`src/rtl/scheduler.sv`:
```
// rtl/scheduler.sv - CSR sparse block to dense per-row scatter scheduler
module scheduler #(
  parameter int NUM_OF_COLS     = 5,
  parameter int NUM_OF_ROWS     = 5,
  parameter int ROW_LEN_WIDTH   = 8,
  parameter int INDEX_WIDTH     = 8,
  parameter int COL_IDX_WIDTH   = 8,
  parameter int VALUE_WIDTH     = 8,
  parameter int NODE_INFO_WIDTH = ROW_LEN_WIDTH + INDEX_WIDTH + 1,
  parameter int COL_INDEX_SIZE  = 8,
  parameter int VALUE_SIZE      = 8,
  parameter int NODE_INFO_SIZE  = 5,
  parameter int ROW_INFO_WIDTH  = ROW_LEN_WIDTH + 1
) (
  input  logic                                          clk,
  input  logic                                          rst_n,
  input  logic                                          sched_valid,
  output logic                                          sched_ready,
  input  logic [COL_INDEX_SIZE*COL_IDX_WIDTH-1:0]       col_idx_i,
  input  logic [VALUE_SIZE*VALUE_WIDTH-1:0]             value_i,
  input  logic [NODE_INFO_SIZE*NODE_INFO_WIDTH-1:0]     node_info_i,
  output logic [NUM_OF_ROWS*NUM_OF_COLS*COL_IDX_WIDTH-1:0] row_col_idx,
  output logic [NUM_OF_ROWS*NUM_OF_COLS*VALUE_WIDTH-1:0]   row_value,
  output logic [NUM_OF_ROWS*ROW_INFO_WIDTH-1:0]            row_info
);

  localparam int R_W  = (NUM_OF_ROWS > 1) ? $clog2(NUM_OF_ROWS) : 1;
  localparam int CI_W = COL_INDEX_SIZE * COL_IDX_WIDTH;
  localparam int VA_W = VALUE_SIZE * VALUE_WIDTH;
  localparam int NI_W = NODE_INFO_SIZE * NODE_INFO_WIDTH;
  localparam int RC_W = NUM_OF_ROWS * NUM_OF_COLS * COL_IDX_WIDTH;
  localparam int RV_W = NUM_OF_ROWS * NUM_OF_COLS * VALUE_WIDTH;
  localparam int RI_W = NUM_OF_ROWS * ROW_INFO_WIDTH;

  typedef enum logic {IDLE, SCATTER} state_t;

  state_t              state_q, state_d;
  logic [R_W-1:0]      r_q, r_d;
  logic [CI_W-1:0]     col_q, col_d;
  logic [VA_W-1:0]     val_q, val_d;
  logic [NI_W-1:0]     node_q, node_d;
  logic [RC_W-1:0]     row_col_q, row_col_d;
  logic [RV_W-1:0]     row_val_q, row_val_d;
  logic [RI_W-1:0]     row_info_q, row_info_d;

  logic [NODE_INFO_WIDTH-1:0] cur_node;
  logic [INDEX_WIDTH-1:0]     cur_start;
  logic [ROW_LEN_WIDTH-1:0]   cur_len;
  logic                       cur_flag;
  logic [INDEX_WIDTH:0]       addr;
  logic [COL_IDX_WIDTH-1:0]   sel_col;
  logic [VALUE_WIDTH-1:0]     sel_val;

  assign row_col_idx = row_col_q;
  assign row_value   = row_val_q;
  assign row_info    = row_info_q;

  // Next-state: capture and clear on accept, then scatter one row per cycle
  always_comb begin
    state_d     = state_q;
    r_d         = r_q;
    col_d       = col_q;
    val_d       = val_q;
    node_d      = node_q;
    row_col_d   = row_col_q;
    row_val_d   = row_val_q;
    row_info_d  = row_info_q;
    sched_ready = 1'b0;
    cur_node    = '0;
    cur_start   = '0;
    cur_len     = '0;
    cur_flag    = 1'b0;
    addr        = '0;
    sel_col     = '0;
    sel_val     = '0;
    case (state_q)
      IDLE: begin
        sched_ready = 1'b1;
        if (sched_valid) begin
          col_d      = col_idx_i;
          val_d      = value_i;
          node_d     = node_info_i;
          row_col_d  = '0;
          row_val_d  = '0;
          row_info_d = '0;
          r_d        = '0;
          state_d    = SCATTER;
        end
      end
      SCATTER: begin
        for (int n = 0; n < NUM_OF_ROWS; n++) begin
          if (r_q == R_W'(n)) cur_node = node_q[n*NODE_INFO_WIDTH +: NODE_INFO_WIDTH];
        end
        cur_start = cur_node[NODE_INFO_WIDTH-1 -: INDEX_WIDTH];
        cur_len   = cur_node[ROW_LEN_WIDTH:1];
        cur_flag  = cur_node[0];
        for (int c = 0; c < NUM_OF_COLS; c++) begin
          // Widened by one bit so start+offset never wraps into a valid slot
          addr    = {1'b0, cur_start} + (INDEX_WIDTH+1)'(c);
          sel_col = '0;
          sel_val = '0;
          if ((32'(c) < 32'(cur_len)) && (addr < (INDEX_WIDTH+1)'(COL_INDEX_SIZE))) begin
            for (int k = 0; k < COL_INDEX_SIZE; k++) begin
              if (addr == (INDEX_WIDTH+1)'(k)) begin
                sel_col = col_q[k*COL_IDX_WIDTH +: COL_IDX_WIDTH];
                sel_val = val_q[k*VALUE_WIDTH +: VALUE_WIDTH];
              end
            end
          end
          for (int n = 0; n < NUM_OF_ROWS; n++) begin
            if (r_q == R_W'(n)) begin
              row_col_d[(n*NUM_OF_COLS+c)*COL_IDX_WIDTH +: COL_IDX_WIDTH] = sel_col;
              row_val_d[(n*NUM_OF_COLS+c)*VALUE_WIDTH +: VALUE_WIDTH]     = sel_val;
            end
          end
        end
        for (int n = 0; n < NUM_OF_ROWS; n++) begin
          if (r_q == R_W'(n)) row_info_d[n*ROW_INFO_WIDTH +: ROW_INFO_WIDTH] = {cur_len, cur_flag};
        end
        if (r_q == R_W'(NUM_OF_ROWS-1)) begin
          r_d     = '0;
          state_d = IDLE;
        end else begin
          r_d = r_q + R_W'(1);
        end
      end
      default: state_d = IDLE;
    endcase
  end

  // State register; reset aborts any job and clears all outputs immediately
  always_ff @(posedge clk or negedge rst_n) begin
    if (!rst_n) begin
      state_q    <= IDLE;
      r_q        <= '0;
      col_q      <= '0;
      val_q      <= '0;
      node_q     <= '0;
      row_col_q  <= '0;
      row_val_q  <= '0;
      row_info_q <= '0;
    end else begin
      state_q    <= state_d;
      r_q        <= r_d;
      col_q      <= col_d;
      val_q      <= val_d;
      node_q     <= node_d;
      row_col_q  <= row_col_d;
      row_val_q  <= row_val_d;
      row_info_q <= row_info_d;
    end
  end

endmodule

```
`config.mk`:
```
export PLATFORM = sky130hd
export DESIGN_NAME = scheduler
export DESIGN_NICKNAME = d
export VERILOG_FILES = /design/src/rtl/scheduler.sv
export SDC_FILE = /design/constraint.sdc
export NUM_CORES = 1
export LEC_CHECK = 0
export ABC_AREA = 1
export CAP_MARGIN = 10
export CORE_AREA = 2 2 288 290
export DETAILED_ROUTE_END_ITERATION = 10
export DIE_AREA = 0 0 290 292
export DONT_BUFFER_PORTS = 1
export GPL_TIMING_DRIVEN = 0
export HOLD_SLACK_MARGIN = 0.03
export RECOVER_POWER = 25
export SLEW_MARGIN = 20
export SYNTH_ARGS = -nofsm -noshare
export SYNTH_HDL_FRONTEND = slang
export SYNTH_SLANG_ARGS = --single-unit
```
`constraint.sdc`:
```
create_clock -name clk -period 4.33 [get_ports clk]
set_clock_uncertainty 0.05 [all_clocks]
set_input_delay 0 -clock clk [delete_from_list [all_inputs] [get_ports clk]]
set_output_delay 0 -clock clk [all_outputs]
set_load 0.01 [all_outputs]
```
# Yosys cells after proc, flatten, opt, wreduce, memory -nomap -nowiden
# Cells that the tools add are included.
# totals
ff_bits	662
input_bits	216
out_inout_bits	446
word_cells	261
# op_classes
n_addsub	5
order_cmp	10
eq_ne	45
n_mux	163
bitwise_logic	1
n_reduce_logical	17
# ops
operator	count
8-bit two-way mux	140
200-bit case mux with 2 select lines	2
200-bit two-way mux	1
9-bit by 3-bit == test with 1-bit output (second input constant)	16
17-bit two-way mux	6
45-bit case mux with 2 select lines	1
9-bit by 2-bit == test with 1-bit output (second input constant)	8
9-bit zero test	5
45-bit two-way mux	1
9-bit two-way mux	5
9-bit by 1-bit == test with 1-bit output (second input constant)	4
9-bit by 4-bit < comparator with 1-bit output (second input constant)	4
8-bit by 3-bit == test with 1-bit output (second input constant)	4
8-bit by 2-bit adder with 9-bit output (second input constant)	2
8-bit by 2-bit == test with 1-bit output (second input constant)	2
1-bit by 8-bit < comparator with 1-bit output (first input constant)	2
2-bit by 8-bit < comparator with 1-bit output (first input constant)	2
2-bit AND reduction	6
2-bit by 1-bit inequality test with 1-bit output (second input constant)	5
8-bit by 1-bit adder with 9-bit output (second input constant)	1
8-bit by 3-bit adder with 9-bit output (second input constant)	1
8-bit by 1-bit == test with 1-bit output (second input constant)	1
3-bit by 8-bit < comparator with 1-bit output (first input constant)	1
8-bit by 4-bit < comparator with 1-bit output (second input constant)	1
other kinds (12)	20

# Depth between registers and ports, before layout
# logic_depth
ltp_word	20
depth_mapped	29
mapped_depth_nobuf	27

# Worst setup path after synthesis
# Ideal clock, no wire load.
# synth_path
kind	register to register
start	reg r_q[2]
end	reg row_val_q[18], in the netlist row_value[18]
setup_ns	0.133
arrival_ns	3.257
t_required_ns	4.147
path_slack_ns	0.890
path_stages_with_launch	22
path_buffers	3
synth_period_minus_slack_ns	3.440
path_cell_list	dfrtp_1 inv_4 ha_1 clkbuf_1 nand2_1 nand2_1 inv_1 a21oi_4 ha_1 nand3_1 o21ai_1 nand2_1 nor2_1 nand2_1 nor2_4 buf_6 nand3_2 inv_2 buf_4 a21oi_1 nand2_1 a21oi_1
# synth_between
elab_chain_cells	20
word_cells_on_any_way	36
cone_classes	add/sub (1); order compare (2); eq/ne (12); mux (17); reduce/logical (4)
# synth_lines
item	line_no	rtl
start, declared	38	logic [R_W-1:0] r_q, r_d;
start signal, assigned	144	r_q <= r_d;
3-bit zero test	92, 111	
17-bit two-way mux (5 in series)	92	if (r_q == R_W'(n)) cur_node = node_q[n*NODE_INFO_WIDTH +: NODE_INFO_WIDTH];
17-bit two-way mux	76	case (state_q)
8-bit by 2-bit adder with 9-bit output	99	addr = {1'b0, cur_start} + (INDEX_WIDTH+1)'(c);
9-bit zero test	104	if (addr == (INDEX_WIDTH+1)'(k)) begin
8-bit two-way mux (8 in series)	104	
8-bit two-way mux	102	if ((32'(c) < 32'(cur_len)) && (addr < (INDEX_WIDTH+1)'(COL_INDEX_SIZE))) begin
8-bit two-way mux	111	if (r_q == R_W'(n)) begin
200-bit case mux with 2 select lines	76	
end signal, assigned	149	row_val_q <= row_val_d;
end, declared	43	logic [RV_W-1:0] row_val_q, row_val_d;
# Parallel ways exist; a longest one is shown, timed or not. The select of a mux whose other input is x is not followed.
# A chain may end at the register's enable or synchronous reset.

# Worst setup path in the final report
# layout_path
start	reg r_q[0]
end	reg row_col_q[81], in the netlist row_col_idx[81]
# layout_between
elab_chain_cells	19
word_cells_on_any_way	35
cone_classes	order compare (2); eq/ne (12); mux (17); reduce/logical (4)
# layout_lines
item	line_no	rtl
3-bit zero test	92	
17-bit two-way mux (5 in series)	92	
17-bit two-way mux	76	
9-bit zero test	104	
8-bit two-way mux (8 in series)	104	
8-bit two-way mux	102	
8-bit two-way mux	111	
200-bit case mux with 2 select lines	76	
end signal, assigned	148	row_col_q <= row_col_d;
end, declared	42	logic [RC_W-1:0] row_col_q, row_col_d;
# Parallel ways exist; a longest one is shown, timed or not. The select of a mux whose other input is x is not followed.

==> results.sh <==
export IMPL_outcome="finished with violations"
export IMPL_peakVddDrop_mv=0.513
export IMPL_drive_gt1_share_pct=11.6
export IMPL_drv_cap=1
export IMPL_h_tree_depth=3
export IMPL_grt_ovfl_total=0
export IMPL_post_route_util_pct=51.5
export IMPL_die_area_um2=84700
export IMPL_crit_fanout=10
export IMPL_yosys_top_cells_area="dfrtp_1 (51%), nand2_1 (19%), nand3_1 (6.7%)"
export IMPL_pwr_share_clk_pct=15.8
export IMPL_clkSlewWorstSetupHoldPaths_ns=0.06
export IMPL_wire_per_inst_um=28.2
export IMPL_grt_max_degree=663
export IMPL_cts_sinks=662
export IMPL_p_total_mw=42.4
export IMPL_synth_yosys_seq_area_share_pct=51.0
export IMPL_io_buffer_count=0
export IMPL_vias=34500
export IMPL_globalRoute_busiestLayer="met2"
export IMPL_hold_class="input pin to flop"
export IMPL_path_buf_inv=6
export IMPL_fmax_ghz=0.229
export IMPL_p_sw_share_pct=56.0
export IMPL_areaGrowthSynthToFinish_pct=29.4
export IMPL_syn_area_um2=32500
export IMPL_final_common_cell="nand2_1"
export IMPL_cts_tree="yes"
export IMPL_place_gp_congestion=1.00
export IMPL_synth_cell_type_count=53
export IMPL_die_y_um=292
export IMPL_placed_area_um2=33900
export IMPL_synth_area_leader_cell="dfrtp_1"
export IMPL_start_util_pct=39.8
export IMPL_syn_inst=4255
export IMPL_async_flop_share_pct=100
export IMPL_syn_num_nets=4482
export IMPL_layout_setup_ws_ns=-0.0433
export IMPL_timing_rr_end="row_col_idx[81]"
export IMPL_core_um2=81600
export IMPL_viasPerCell=5.81
export IMPL_internal_power_mw=18.7
export IMPL_placementRows=105
export IMPL_drc=0
export IMPL_worst_pin_slew_ns=2.72
export IMPL_synth_edff_count=0
export IMPL_fin_crit_ns=4.37
export IMPL_timing_final_hold_violations=0
export IMPL_crit_slowest_cell="dfrtp_2"
export IMPL_first_pass_iters=6
export IMPL_rsz0062_at_grt="true"
export IMPL_synth_top_cell_area_share_pct=51.0
export IMPL_synthFlopType="dfrtp_1"
export IMPL_setup_tns_final_ns=-0.189
export IMPL_path_cells="inv_2 > ha_1 > nand2_4 > buf_6 > or2_2 > nand3_2 > a21oi_4 > buf_4 > inv_1 > ha_1 > inv_1 > nor2_2 > nand2_2 > clkbuf_2 > o221ai_1 > o22ai_1 > nand2_1 > nand3_1 > nand2_2 > nand3_1 > nand2_1"
export IMPL_reg2reg_from="r_q[0]"
export IMPL_timing_reg2reg_setup_slack_ns=-0.04
export IMPL_drtIter0Drc=4188
export IMPL_setup_viol_count_final=12
export IMPL_dpl_cell_count=5327
export IMPL_design_area_um2=42000
export IMPL_grt_antenna_before_repair=21
export IMPL_yosysWarnings=0
export IMPL_cp_required_ns=4.86
export IMPL_first_global_vias=33300
export IMPL_slew_viol_final=178
export IMPL_synth_seq_cells=662
export IMPL_power_frac_seq_pct=28.7
export IMPL_critPathCapture="row_col_idx[81]"
export IMPL_p_leak_nw=20.4
export IMPL_fin_hold_ws_ns=0.0434
export IMPL_end_kind="flop"
export IMPL_fin_crit_sh_pct=101
export IMPL_dp_hpwl_um=124000
export IMPL_rr_worst_depth=21
export IMPL_finalWirelength_um=168000
export IMPL_power_density_nw_per_um2=1010
export IMPL_violations="capacitance limit, slew limit, setup timing"
export IMPL_grt_first_pass_wirelength_um=239000
export IMPL_postRouteAntennaNets=0
export IMPL_max_stage_delay_ns=0.45
export IMPL_pwr_share_comb_pct=55.5
export IMPL_grt_use_total_pct=38.6
export IMPL_startpoint="r_q[0]"
export IMPL_fin_nets=5023
export IMPL_fin_cells=5938
export IMPL_crit_arrival_ns=4.90
export IMPL_place_ws_ns=-1.14
export IMPL_cts_root_buf="clkbuf_16"
export IMPL_met2_usage_pct=61.2
export IMPL_use_met1_pct=48.3
export IMPL_path_delay_family="simple AND/OR/NAND/NOR gates"
export IMPL_syn_avg_cell_area_um2=7.64
export IMPL_cts_max_path_buffers=3
export IMPL_critPathKind="flop to flop"
export IMPL_clk_latency_ns=0.65
export IMPL_power_switching_mw=23.8
export IMPL_cts_buffers_inserted=76
export IMPL_path_depth=21
export IMPL_grtUsageMet3_pct=10.9
export IMPL_layout_common_cells="nand2_1 (1,564), dfrtp_1 (661), nand3_1 (415)"
export IMPL_io_pin_count=662
export IMPL_slew_headroom_pct=-81.3
export IMPL_worst_setup_path_start_kind="flop"
export IMPL_die_x_um=290
==> logic make-up (layout without fill, tap and decap cells) <==
group                    after synthesis  count (layout)  synth area share [%]
AND/OR/NAND/NOR                     2521            2522                  33.0
other                                  0              14                     0
buffers and inverters                475            1073                  5.91
adder cells (fa/ha/maj)               11              11                 0.424
flip-flops                           662             662                  51.0
AO/OA/AOI/OAI                        584             584                  9.63
XOR/XNOR                               2               2                0.0539
==> power by group through the flow <==
stage / logic [mW] / clock network (mW) / registers [mW]
floorplan: 11.8 / 0 / 10.7
global placement: 19.4 / 0 / 12.1
detailed placement: 19.6 / 0 / 12.1
CTS: 21.4 / 6.76 / 12.0
global route: 24.8 / 7.02 / 12.3
finish: 23.6 / 6.72 / 12.2
==> cells in the mapped netlist, types with 6 or more instances <==
cell	n
o22ai_1	6
o21ai_0	206
nor2_1	289
inv_2	36
a21oi_2	15
nand2_4	6
nor3_1	27
a22oi_1	6
a21oi_1	289
inv_1	207
nor2_2	17
buf_1	9
clkinv_1	11
dfrtp_1	662
o21ai_1	39
nand2_1	1610
nand3_2	11
o211ai_1	8
ha_1	11
buf_4	13
nand4_1	62
nand2_2	23
nor2_4	13
buf_2	36
clkbuf_1	154
nand3_1	432
==> metal layers <==
| metal | routed length [µm] | part of all wire, % |
|---|---|---|
| met1 | 63500 | 38 |
| met2 | 76000 | 45 |
| met3 | 18100 | 11 |
| met4 | 9900 | 5.9 |
| met5 | 86 | 0.051 |
==> worst min-delay path by stage <==
stage,slack (ns),endpoint,cells past startpoint,startpoint
4_1_cts,-0.99,col_q[21],0,rst_n
6_report,0.04,col_q[46],3,col_idx_i[46]
3_3_place_gp,-0.30,col_q[21],0,rst_n
2_1_floorplan,-0.35,col_q[0],0,rst_n
5_1_grt,0.06,val_q[56],3,value_i[56]
3_5_place_dp,-0.30,col_q[21],0,rst_n
==> repair_timing <==
item	4_1_cts	5_1_grt
pin swaps	37	28
setup buffers	40	38
hold buffers	379	1
setup endpoints to repair	401	401
resized for setup	140	132
gates cloned	0	1
endpoints found under the hold margin	878	177
==> registers in the layout, summed over array words and instances (netlist names) <==
register     flops
val_q           64
node_q          85
row_col_idx    200
state_q          1
row_info        45
row_value      200
col_q           64
r_q              3
==> worst reg2reg max path, cell delays in order (launching register included) <==
cell	delay (ns)
dfrtp_2	0.45
inv_2	0.10
ha_1	0.19
nand2_4	0.08
buf_6	0.14
or2_2	0.29
nand3_2	0.12
a21oi_4	0.09
buf_4	0.15
inv_1	0.07
ha_1	0.27
inv_1	0.15
nor2_2	0.31
nand2_2	0.21
clkbuf_2	0.32
o221ai_1	0.41
o22ai_1	0.18
nand2_1	0.10
nand3_1	0.13
nand2_2	0.26
nand3_1	0.15
nand2_1	0.10
==> cell type report <==
class | count | area [µm²]
clock buffers | 106 | 2150
diodes | 14 | 35.0
inverters | 255 | 985
plain buffers | 218 | 1060
well taps | 1070 | 1340
fillers | 7827 | 39500
flip-flops and latches | 662 | 16600
clock inverters | 30 | 427
repair buffers | 464 | 4630
multi-input cells | 3119 | 14800
No activity file was read; power rests on OpenSTA's default activity.
